`config.mk`:
```
export PLATFORM = sky130hd
export DESIGN_NAME = s2axi_ring_writer_flat
export DESIGN_NICKNAME = d
export VERILOG_FILES = /design/src/rtl/s2axi_pkg.sv /design/src/rtl/s2axi_ring_writer_if.sv /design/src/rtl/sfifo_fwft.sv /design/src/rtl/s2axi_ring_writer.sv /design/src/flat_wrapper.sv
export SDC_FILE = /design/constraint.sdc
export NUM_CORES = 2
export LEC_CHECK = 0
export CORE_MARGIN = 1.5
export CORE_UTILIZATION = 55
export DETAILED_ROUTE_END_ITERATION = 10
export PLACE_DENSITY = 0.74
export SETUP_SLACK_MARGIN = 0.05
export SLEW_MARGIN = 20
export SYNTH_ARGS = -nofsm -noshare
export SYNTH_HDL_FRONTEND = slang
export SYNTH_SLANG_ARGS = --single-unit
```
`constraint.sdc`:
```
create_clock -name AXI_clk -period 14.41 [get_ports AXI_clk]
set_input_delay 2.882 -clock AXI_clk [delete_from_list [all_inputs] [get_ports AXI_clk]]
set_output_delay 2.882 -clock AXI_clk [all_outputs]
set_load 0.03 [all_outputs]
```
`src/rtl/s2axi_pkg.sv`:
```
// Shared constants, FSM state type and a constant log2 helper
// for the stream-to-AXI ring writer.
package s2axi_pkg;

    localparam logic [1:0] AXI_BURST_INCR = 2'b01;
    localparam logic [1:0] AXI_RESP_OKAY  = 2'b00;

    typedef enum logic [1:0] {
        IDLE,
        ADDR,
        DATA
    } state_e;

    function automatic int clog2(input int v);
        int r;
        r = 0;
        for (int i = 0; i < 31; i++) begin
            if ((1 << i) < v) r = i + 1;
        end
        return r;
    endfunction

endpackage

```
`src/rtl/s2axi_ring_writer_if.sv`:
```
// AXI3 write-side bundle (AW, W, B) between the ring writer and
// the memory slave.
interface s2axi_ring_writer_if #(
    parameter int DW = 32
);
    logic [31:0]     awaddr;
    logic [3:0]      awlen;
    logic [2:0]      awsize;
    logic [1:0]      awburst;
    logic            awvalid;
    logic            awready;
    logic [DW-1:0]   wdata;
    logic [DW/8-1:0] wstrb;
    logic            wlast;
    logic            wvalid;
    logic            wready;
    logic [1:0]      bresp;
    logic            bvalid;
    logic            bready;

    modport master (
        output awaddr, awlen, awsize, awburst, awvalid,
        input  awready,
        output wdata, wstrb, wlast, wvalid,
        input  wready,
        input  bresp, bvalid,
        output bready
    );

    modport slave (
        input  awaddr, awlen, awsize, awburst, awvalid,
        output awready,
        input  wdata, wstrb, wlast, wvalid,
        output wready,
        output bresp, bvalid,
        input  bready
    );
endinterface

```
`src/rtl/sfifo_fwft.sv`:
```
// Synchronous first-word-fall-through FIFO with occupancy level
// and a single-cycle flush.
module sfifo_fwft
    import s2axi_pkg::*;
#(
    parameter int DW = 32,
    parameter int DEPTH = 64,
    localparam int AW = clog2(DEPTH)
) (
    input  logic          clk,
    input  logic          rst,
    input  logic          flush,
    input  logic          push,
    input  logic [DW-1:0] din,
    input  logic          pop,
    output logic [DW-1:0] dout,
    output logic [AW:0]   level,
    output logic          full,
    output logic          empty
);
    logic [DW-1:0] mem_q [DEPTH];
    logic [AW:0]   wp_q, wp_d;
    logic [AW:0]   rp_q, rp_d;

    assign level = wp_q - rp_q;
    assign full  = (level == (AW+1)'(DEPTH));
    assign empty = (level == '0);
    assign dout  = mem_q[rp_q[AW-1:0]];

    always_comb begin
        wp_d = wp_q;
        rp_d = rp_q;
        if (flush) begin
            wp_d = '0;
            rp_d = '0;
        end else begin
            if (push && !full) wp_d = wp_q + 1'b1;
            if (pop && !empty) rp_d = rp_q + 1'b1;
        end
    end

    always_ff @(posedge clk or posedge rst) begin
        if (rst) begin
            wp_q <= '0;
            rp_q <= '0;
        end else begin
            wp_q <= wp_d;
            rp_q <= rp_d;
        end
    end

    always_ff @(posedge clk) begin
        if (push && !full && !flush) mem_q[wp_q[AW-1:0]] <= din;
    end
endmodule

```
`src/rtl/s2axi_ring_writer.sv`:
```
// Packs a sample stream into fixed-length INCR bursts and writes
// them round-robin into a DDR ring buffer.
module s2axi_ring_writer
    import s2axi_pkg::*;
#(
    parameter int DW         = 32,
    parameter int BURST_LEN  = 16,
    parameter int FIFO_DEPTH = 64,
    parameter int MAX_OUT    = 4
) (
    input  logic          AXI_clk,
    input  logic          rst,
    input  logic          sync,
    input  logic [DW-1:0] Sin,
    input  logic          Ien,
    input  logic [31:0]   ibase,
    input  logic [17:0]   isize,
    output logic [17:0]   iacnt,
    output logic [31:0]   ibcnt,
    output logic          ovf,
    output logic          err,
    s2axi_ring_writer_if.master AXI
);
    localparam int          FAW    = clog2(FIFO_DEPTH);
    localparam logic [3:0]  LAST   = 4'(BURST_LEN - 1);
    localparam logic [31:0] STRIDE = 32'(BURST_LEN * DW / 8);

    state_e        state_q, state_d;
    logic [3:0]    beat_q, beat_d;
    logic [3:0]    out_q, out_d;
    logic [31:0]   awaddr_q, awaddr_d;
    logic          awvalid_q, awvalid_d;
    logic          wvalid_q, wvalid_d;
    logic          wlast_q, wlast_d;
    logic [17:0]   iacnt_q, iacnt_d;
    logic [31:0]   ibcnt_q, ibcnt_d;
    logic          ovf_q, ovf_d;
    logic          err_q, err_d;
    logic          pend_q, pend_d;

    logic [FAW:0]  lvl;
    logic [DW-1:0] head;
    logic          full, empty, push, pop, flush;
    logic          aw_hs, w_hs, b_ok, restart, can_issue;

    assign aw_hs   = awvalid_q & AXI.awready;
    assign w_hs    = wvalid_q & AXI.wready;
    assign b_ok    = AXI.bvalid && (AXI.bresp == AXI_RESP_OKAY);
    assign restart = pend_q && (state_q == IDLE) && (out_q == '0);
    assign push    = Ien && !pend_q;
    assign pop     = w_hs && !empty;
    assign flush   = restart;

    assign can_issue = (lvl >= (FAW+1)'(BURST_LEN))
                    && (out_q < 4'(MAX_OUT))
                    && (isize != '0)
                    && !pend_q && !sync;

    sfifo_fwft #(
        .DW    (DW),
        .DEPTH (FIFO_DEPTH)
    ) u_fifo (
        .clk   (AXI_clk),
        .rst   (rst),
        .flush (flush),
        .push  (push),
        .din   (Sin),
        .pop   (pop),
        .dout  (head),
        .level (lvl),
        .full  (full),
        .empty (empty)
    );

    always_comb begin
        state_d  = state_q;
        beat_d   = beat_q;
        awaddr_d = awaddr_q;
        unique case (state_q)
            IDLE: if (can_issue) begin
                state_d  = ADDR;
                awaddr_d = ibase + 32'(iacnt_q) * STRIDE;
            end
            ADDR: if (aw_hs) begin
                state_d = DATA;
                beat_d  = '0;
            end
            DATA: if (w_hs) begin
                if (beat_q == LAST) begin
                    state_d = IDLE;
                    beat_d  = '0;
                end else begin
                    beat_d = beat_q + 4'd1;
                end
            end
            default: state_d = IDLE;
        endcase
        awvalid_d = (state_d == ADDR);
        wvalid_d  = (state_d == DATA);
        wlast_d   = (state_d == DATA) && (beat_d == LAST);
    end

    // A shrunken isize takes effect here: any index past the end wraps.
    always_comb begin
        out_d   = out_q;
        iacnt_d = iacnt_q;
        ibcnt_d = ibcnt_q;
        ovf_d   = ovf_q | (push & full);
        err_d   = err_q | (AXI.bvalid & ~b_ok);
        pend_d  = pend_q | sync;
        if (aw_hs && !AXI.bvalid) out_d = out_q + 4'd1;
        if (!aw_hs && AXI.bvalid) out_d = out_q - 4'd1;
        if (aw_hs) begin
            if (({1'b0, iacnt_q} + 19'd1) >= {1'b0, isize}) iacnt_d = '0;
            else iacnt_d = iacnt_q + 18'd1;
        end
        if (b_ok) ibcnt_d = ibcnt_q + 32'd1;
        if (restart) begin
            iacnt_d = '0;
            ibcnt_d = '0;
            ovf_d   = 1'b0;
            err_d   = 1'b0;
            pend_d  = sync;
        end
    end

    always_ff @(posedge AXI_clk or posedge rst) begin
        if (rst) begin
            state_q   <= IDLE;
            beat_q    <= '0;
            out_q     <= '0;
            awaddr_q  <= '0;
            awvalid_q <= 1'b0;
            wvalid_q  <= 1'b0;
            wlast_q   <= 1'b0;
            iacnt_q   <= '0;
            ibcnt_q   <= '0;
            ovf_q     <= 1'b0;
            err_q     <= 1'b0;
            pend_q    <= 1'b0;
        end else begin
            state_q   <= state_d;
            beat_q    <= beat_d;
            out_q     <= out_d;
            awaddr_q  <= awaddr_d;
            awvalid_q <= awvalid_d;
            wvalid_q  <= wvalid_d;
            wlast_q   <= wlast_d;
            iacnt_q   <= iacnt_d;
            ibcnt_q   <= ibcnt_d;
            ovf_q     <= ovf_d;
            err_q     <= err_d;
            pend_q    <= pend_d;
        end
    end

    assign AXI.awaddr  = awaddr_q;
    assign AXI.awlen   = LAST;
    assign AXI.awsize  = 3'(clog2(DW / 8));
    assign AXI.awburst = AXI_BURST_INCR;
    assign AXI.awvalid = awvalid_q;
    assign AXI.wdata   = head;
    assign AXI.wstrb   = '1;
    assign AXI.wlast   = wlast_q;
    assign AXI.wvalid  = wvalid_q;
    assign AXI.bready  = 1'b1;

    assign iacnt = iacnt_q;
    assign ibcnt = ibcnt_q;
    assign ovf   = ovf_q;
    assign err   = err_q;
endmodule

```
`src/flat_wrapper.sv`:
```
// flat-port wrapper written by rule: the top's interface ports become plain ports
module s2axi_ring_writer_flat import s2axi_pkg::*;
#(
    parameter int DW         = 32,
    parameter int BURST_LEN  = 16,
    parameter int FIFO_DEPTH = 64,
    parameter int MAX_OUT    = 4
)
  (AXI_clk, rst, sync, Sin, Ien, ibase, isize, iacnt, ibcnt, ovf, err, AXI_awaddr, AXI_awlen, AXI_awsize, AXI_awburst, AXI_awvalid, AXI_awready, AXI_wdata, AXI_wstrb, AXI_wlast, AXI_wvalid, AXI_wready, AXI_bresp, AXI_bvalid, AXI_bready);
  s2axi_ring_writer_if #(.DW(DW)) AXI_i ();
  input  logic AXI_clk;
  input  logic rst;
  input  logic sync;
  input  logic [DW-1:0] Sin;
  input  logic Ien;
  input  logic [31:0] ibase;
  input  logic [17:0] isize;
  output logic [17:0] iacnt;
  output logic [31:0] ibcnt;
  output logic ovf;
  output logic err;
  output wire logic [$bits(AXI_i.awaddr)-1:0] AXI_awaddr;
  output wire logic [$bits(AXI_i.awlen)-1:0] AXI_awlen;
  output wire logic [$bits(AXI_i.awsize)-1:0] AXI_awsize;
  output wire logic [$bits(AXI_i.awburst)-1:0] AXI_awburst;
  output wire logic [$bits(AXI_i.awvalid)-1:0] AXI_awvalid;
  input wire logic [$bits(AXI_i.awready)-1:0] AXI_awready;
  output wire logic [$bits(AXI_i.wdata)-1:0] AXI_wdata;
  output wire logic [$bits(AXI_i.wstrb)-1:0] AXI_wstrb;
  output wire logic [$bits(AXI_i.wlast)-1:0] AXI_wlast;
  output wire logic [$bits(AXI_i.wvalid)-1:0] AXI_wvalid;
  input wire logic [$bits(AXI_i.wready)-1:0] AXI_wready;
  input wire logic [$bits(AXI_i.bresp)-1:0] AXI_bresp;
  input wire logic [$bits(AXI_i.bvalid)-1:0] AXI_bvalid;
  output wire logic [$bits(AXI_i.bready)-1:0] AXI_bready;
  assign AXI_awaddr = AXI_i.awaddr;
  assign AXI_awlen = AXI_i.awlen;
  assign AXI_awsize = AXI_i.awsize;
  assign AXI_awburst = AXI_i.awburst;
  assign AXI_awvalid = AXI_i.awvalid;
  assign AXI_i.awready = AXI_awready;
  assign AXI_wdata = AXI_i.wdata;
  assign AXI_wstrb = AXI_i.wstrb;
  assign AXI_wlast = AXI_i.wlast;
  assign AXI_wvalid = AXI_i.wvalid;
  assign AXI_i.wready = AXI_wready;
  assign AXI_i.bresp = AXI_bresp;
  assign AXI_i.bvalid = AXI_bvalid;
  assign AXI_bready = AXI_i.bready;
  s2axi_ring_writer #(.DW(DW), .BURST_LEN(BURST_LEN), .FIFO_DEPTH(FIFO_DEPTH), .MAX_OUT(MAX_OUT)) u_core (.AXI_clk(AXI_clk), .rst(rst), .sync(sync), .Sin(Sin), .Ien(Ien), .ibase(ibase), .isize(isize), .iacnt(iacnt), .ibcnt(ibcnt), .ovf(ovf), .err(err), .AXI(AXI_i));
endmodule
```
==> run summary <==
status: complete, no violations
Synth async-reset ratio: 0.0519
number of synthesized flops with an enable pin: 2048
Cell Rows: 144
syn_area_per_cell: 21.8 sq um
initial core utilization: 0.553
CP Cell Sequence: buf_4 > buf_4 > buf_4 > mux4_2 > mux4_2 > mux4_2 > clkdlybuf4s50_1
setup violators final: 0
Setup crit start: u_core.u_fifo.rp_q[1]
Yosys reg bits: 2160
post-CTS setup buffer count: 0
GRT overflow: 0
HP Start: u_core.AXI.awaddr[31]
GRT Total Usage: 0.283
actual slew at the worst max-slew pin: 1.21 ns
share of the synthesized area in the top cell type: 0.724
PwrDens: 169 nW/um^2
Worst setup SP type: register
Power Internal: 11.7 mW
Final Hold Viols: 0
deepest clock path buffer count: 3
largest net degree at the start of global routing: 126
root buffer cell: clkbuf_16
Mapped Area: 85000 sq um
drt drc: 0
antenna violations before repair: 13
FMAX: 110 MHz
clk_lat worst skew: 0.84 ns
YS warnings: 0
Final TNS setup: 0 ns
slowest cell on the critical path: dfrtp_4
Logic pwr share: 0.238
antenna-violating nets left: 0
WL final: 220 mm
Peak supply drop: 0.253 mV
PortBufs: 209
Vias/cell: 6.70
P_sw: 4.60 mW
CTS tree: yes
HP Class: register to register
1st-pass router iterations: 6
Critical Path End Type: primary output
DRT iter0 DRCs: 5724
design area: 96600 sq um
Die X-Extent: 396 um
Area growth syn-to-layout: 13.6%
clock sinks: 2160
sequential share of the synthesized area: 0.757
RSZ-0062 raised after global routing: false
slowest stage delay, CP: 0.86 ns
largest area contributor in the netlist: edfxtp_1
switching share of power: 0.282
Final Cycle Share: 0.633
worst-path maximum fanout: 56
CTS Hold Bufs: 0
H-tree Lvls: 4
Max-slew headroom: 0.191
max_cap viols: 0
vias in the first global route: 42984
HPWL after DPL: 118 mm
Worst Hold Depth: 2
WL/cell: 34.1 um
Setup Skew: 0.0305 ns
commonest cells after routing, fill and taps aside: edfxtp_1 (2048), mux4_2 (637), clkbuf_16 (209)
fraction of final layout cells with drive strength greater than 1: 0.263
Worst EP required: 11.53 ns
fin nets: 4366
die area: 157000 sq um
vias: 43133
dpl cell area: 89800 sq um
Crit path arrival time: 6.24 ns
core area: 154000 sq um
Critical R2R Launch: u_core.u_fifo.rp_q[2]
leakage: 30.5 nW
commonest non-fill, non-tap cell in the layout: edfxtp_1
Resize count post-CTS: 0
Clk pwr share: 0.329
sequential power share: 0.433
worst reg2reg endpoint: u_core.u_fifo.mem_q[14][19]
die height: 396 um
max-slew violations: 0
Syn Inst Count: 3895
worst reg-to-reg path cell count: 9
Top Ports: 224
kind of critical path: register to primary output
top cells by area, synth: edfxtp_1 (72%), mux4_2 (17%), dfrtp_1 (3.3%), ha_1 (0.80%), nor2_1 (0.79%)
minimum clock period: 9.12 ns
first-pass GRT wire length: 312 mm
R2R Setup Slk: 7.11 ns
gpl congestion: 0.831
Post-synth top flop: edfxtp_1
CTS Buf Count: 207
count of cell types in the netlist: 66
hold endpoint: u_core.AXI.awaddr[31]
Clk pin slew, worst setup/hold paths: 0.06 ns
## cells by family after synthesis
group                      count (synthesis)  synth area share
adders and majority gates                 56           0.00842
AOI/OAI and AO/OA                        211            0.0157
other                                      2         0.0000884
and+or+nand+nor                          474            0.0251
xor gates and xnor gates                  81           0.00835
buffers and inverters                    253            0.0143
DFF                                     2160             0.757
muxes                                    658             0.171
## cells in the mapped netlist (6+ instances only)
library cell     n
a21o_1          17
o21ai_0         57
nor2_1         179
and2_1           7
nor3_1           6
mux2_2          10
nand2b_1         7
nand2_1        145
a21oi_1         49
buf_2           41
buf_1           27
or3_1           10
nand4_1         21
mux2i_1         11
a32oi_1          9
ha_1            54
and3_1          28
a22o_1          10
o21ai_1         10
edfxtp_1      2048
clkbuf_1        84
o221ai_1        10
nand3_1         39
a31oi_1         25
dfrtp_1        112
mux4_2         637
nor2b_1          6
xor2_1          40
buf_4           47
inv_1           46
xnor2_1         41
## metrics by stage
stage                     total power, mW  instances  hold WS [ns]  worst slack, ns   util
after floorplan                      9.79       3907         0.463             8.57      -
after global placement               11.0       6051         0.460             6.27  0.584
after detailed placement             11.1       6051         0.472             6.25  0.584
after CTS                            16.4       6435         0.485             5.26  0.628
after global routing                 16.8       6440         0.518             5.20  0.628
final                                16.3       6440         0.481             5.29  0.628
## critical path: cells and delay by family, from the launching register on
kind | cells | cell delay (ns)
buf+inv | 4 | 2.89
flops | 1 | 0.86
mux | 3 | 1.56
## per-layer routing
layer  global-route usage  part of all wire
met1                0.393              0.37
met2                0.448              0.48
met3               0.0652              0.12
met4               0.0961             0.035
met5                    0           0.00031
## power groups by stage
| stage | Combinational [mW] | Clock, mW | Sequential [mW] |
|---|---|---|---|
| floorplan | 2.55 | 0 | 7.24 |
| global placement | 3.84 | 0 | 7.20 |
| detailed placement | 3.87 | 0 | 7.20 |
| CTS | 3.90 | 5.41 | 7.07 |
| global route | 4.06 | 5.64 | 7.08 |
| finish | 3.88 | 5.37 | 7.07 |
## state kept, by name, indices dropped and copies added (netlist names), 4 cells and up
| register | flops |
|---|---|
| u_core.AXI.awaddr | 32 |
| u_core.beat_q | 4 |
| u_core.ibcnt | 32 |
| u_core.out_q | 4 |
| u_core.u_fifo.rp_q | 7 |
| u_core.u_fifo.mem_q | 2048 |
| u_core.iacnt | 18 |
| u_core.u_fifo.wp_q | 7 |
## how the worst max path moves through the flow
stage	slack, ns	endpoint	depth (start not counted)
global route	5.20	AXI_wdata[18]	7
floorplan	8.57	u_core.AXI.awaddr[0]	1
CTS	5.26	AXI_wdata[18]	7
detailed placement	6.25	AXI_wdata[18]	7
global placement	6.27	AXI_wdata[14]	7
finish	5.29	AXI_wdata[18]	7
## cell type report
type	instances	area [sq um]
Multi-Input combinational cell	1494	20000
Clock buffer	253	5430
Timing Repair Buffer	307	2780
Clock inverter	131	1270
Fill cell	10010	57100
Inverter	49	195
Tap cell	2044	2560
Sequential cell	2160	64300
Antenna cell	2	5.00
(Power assumes the default switching activity.)
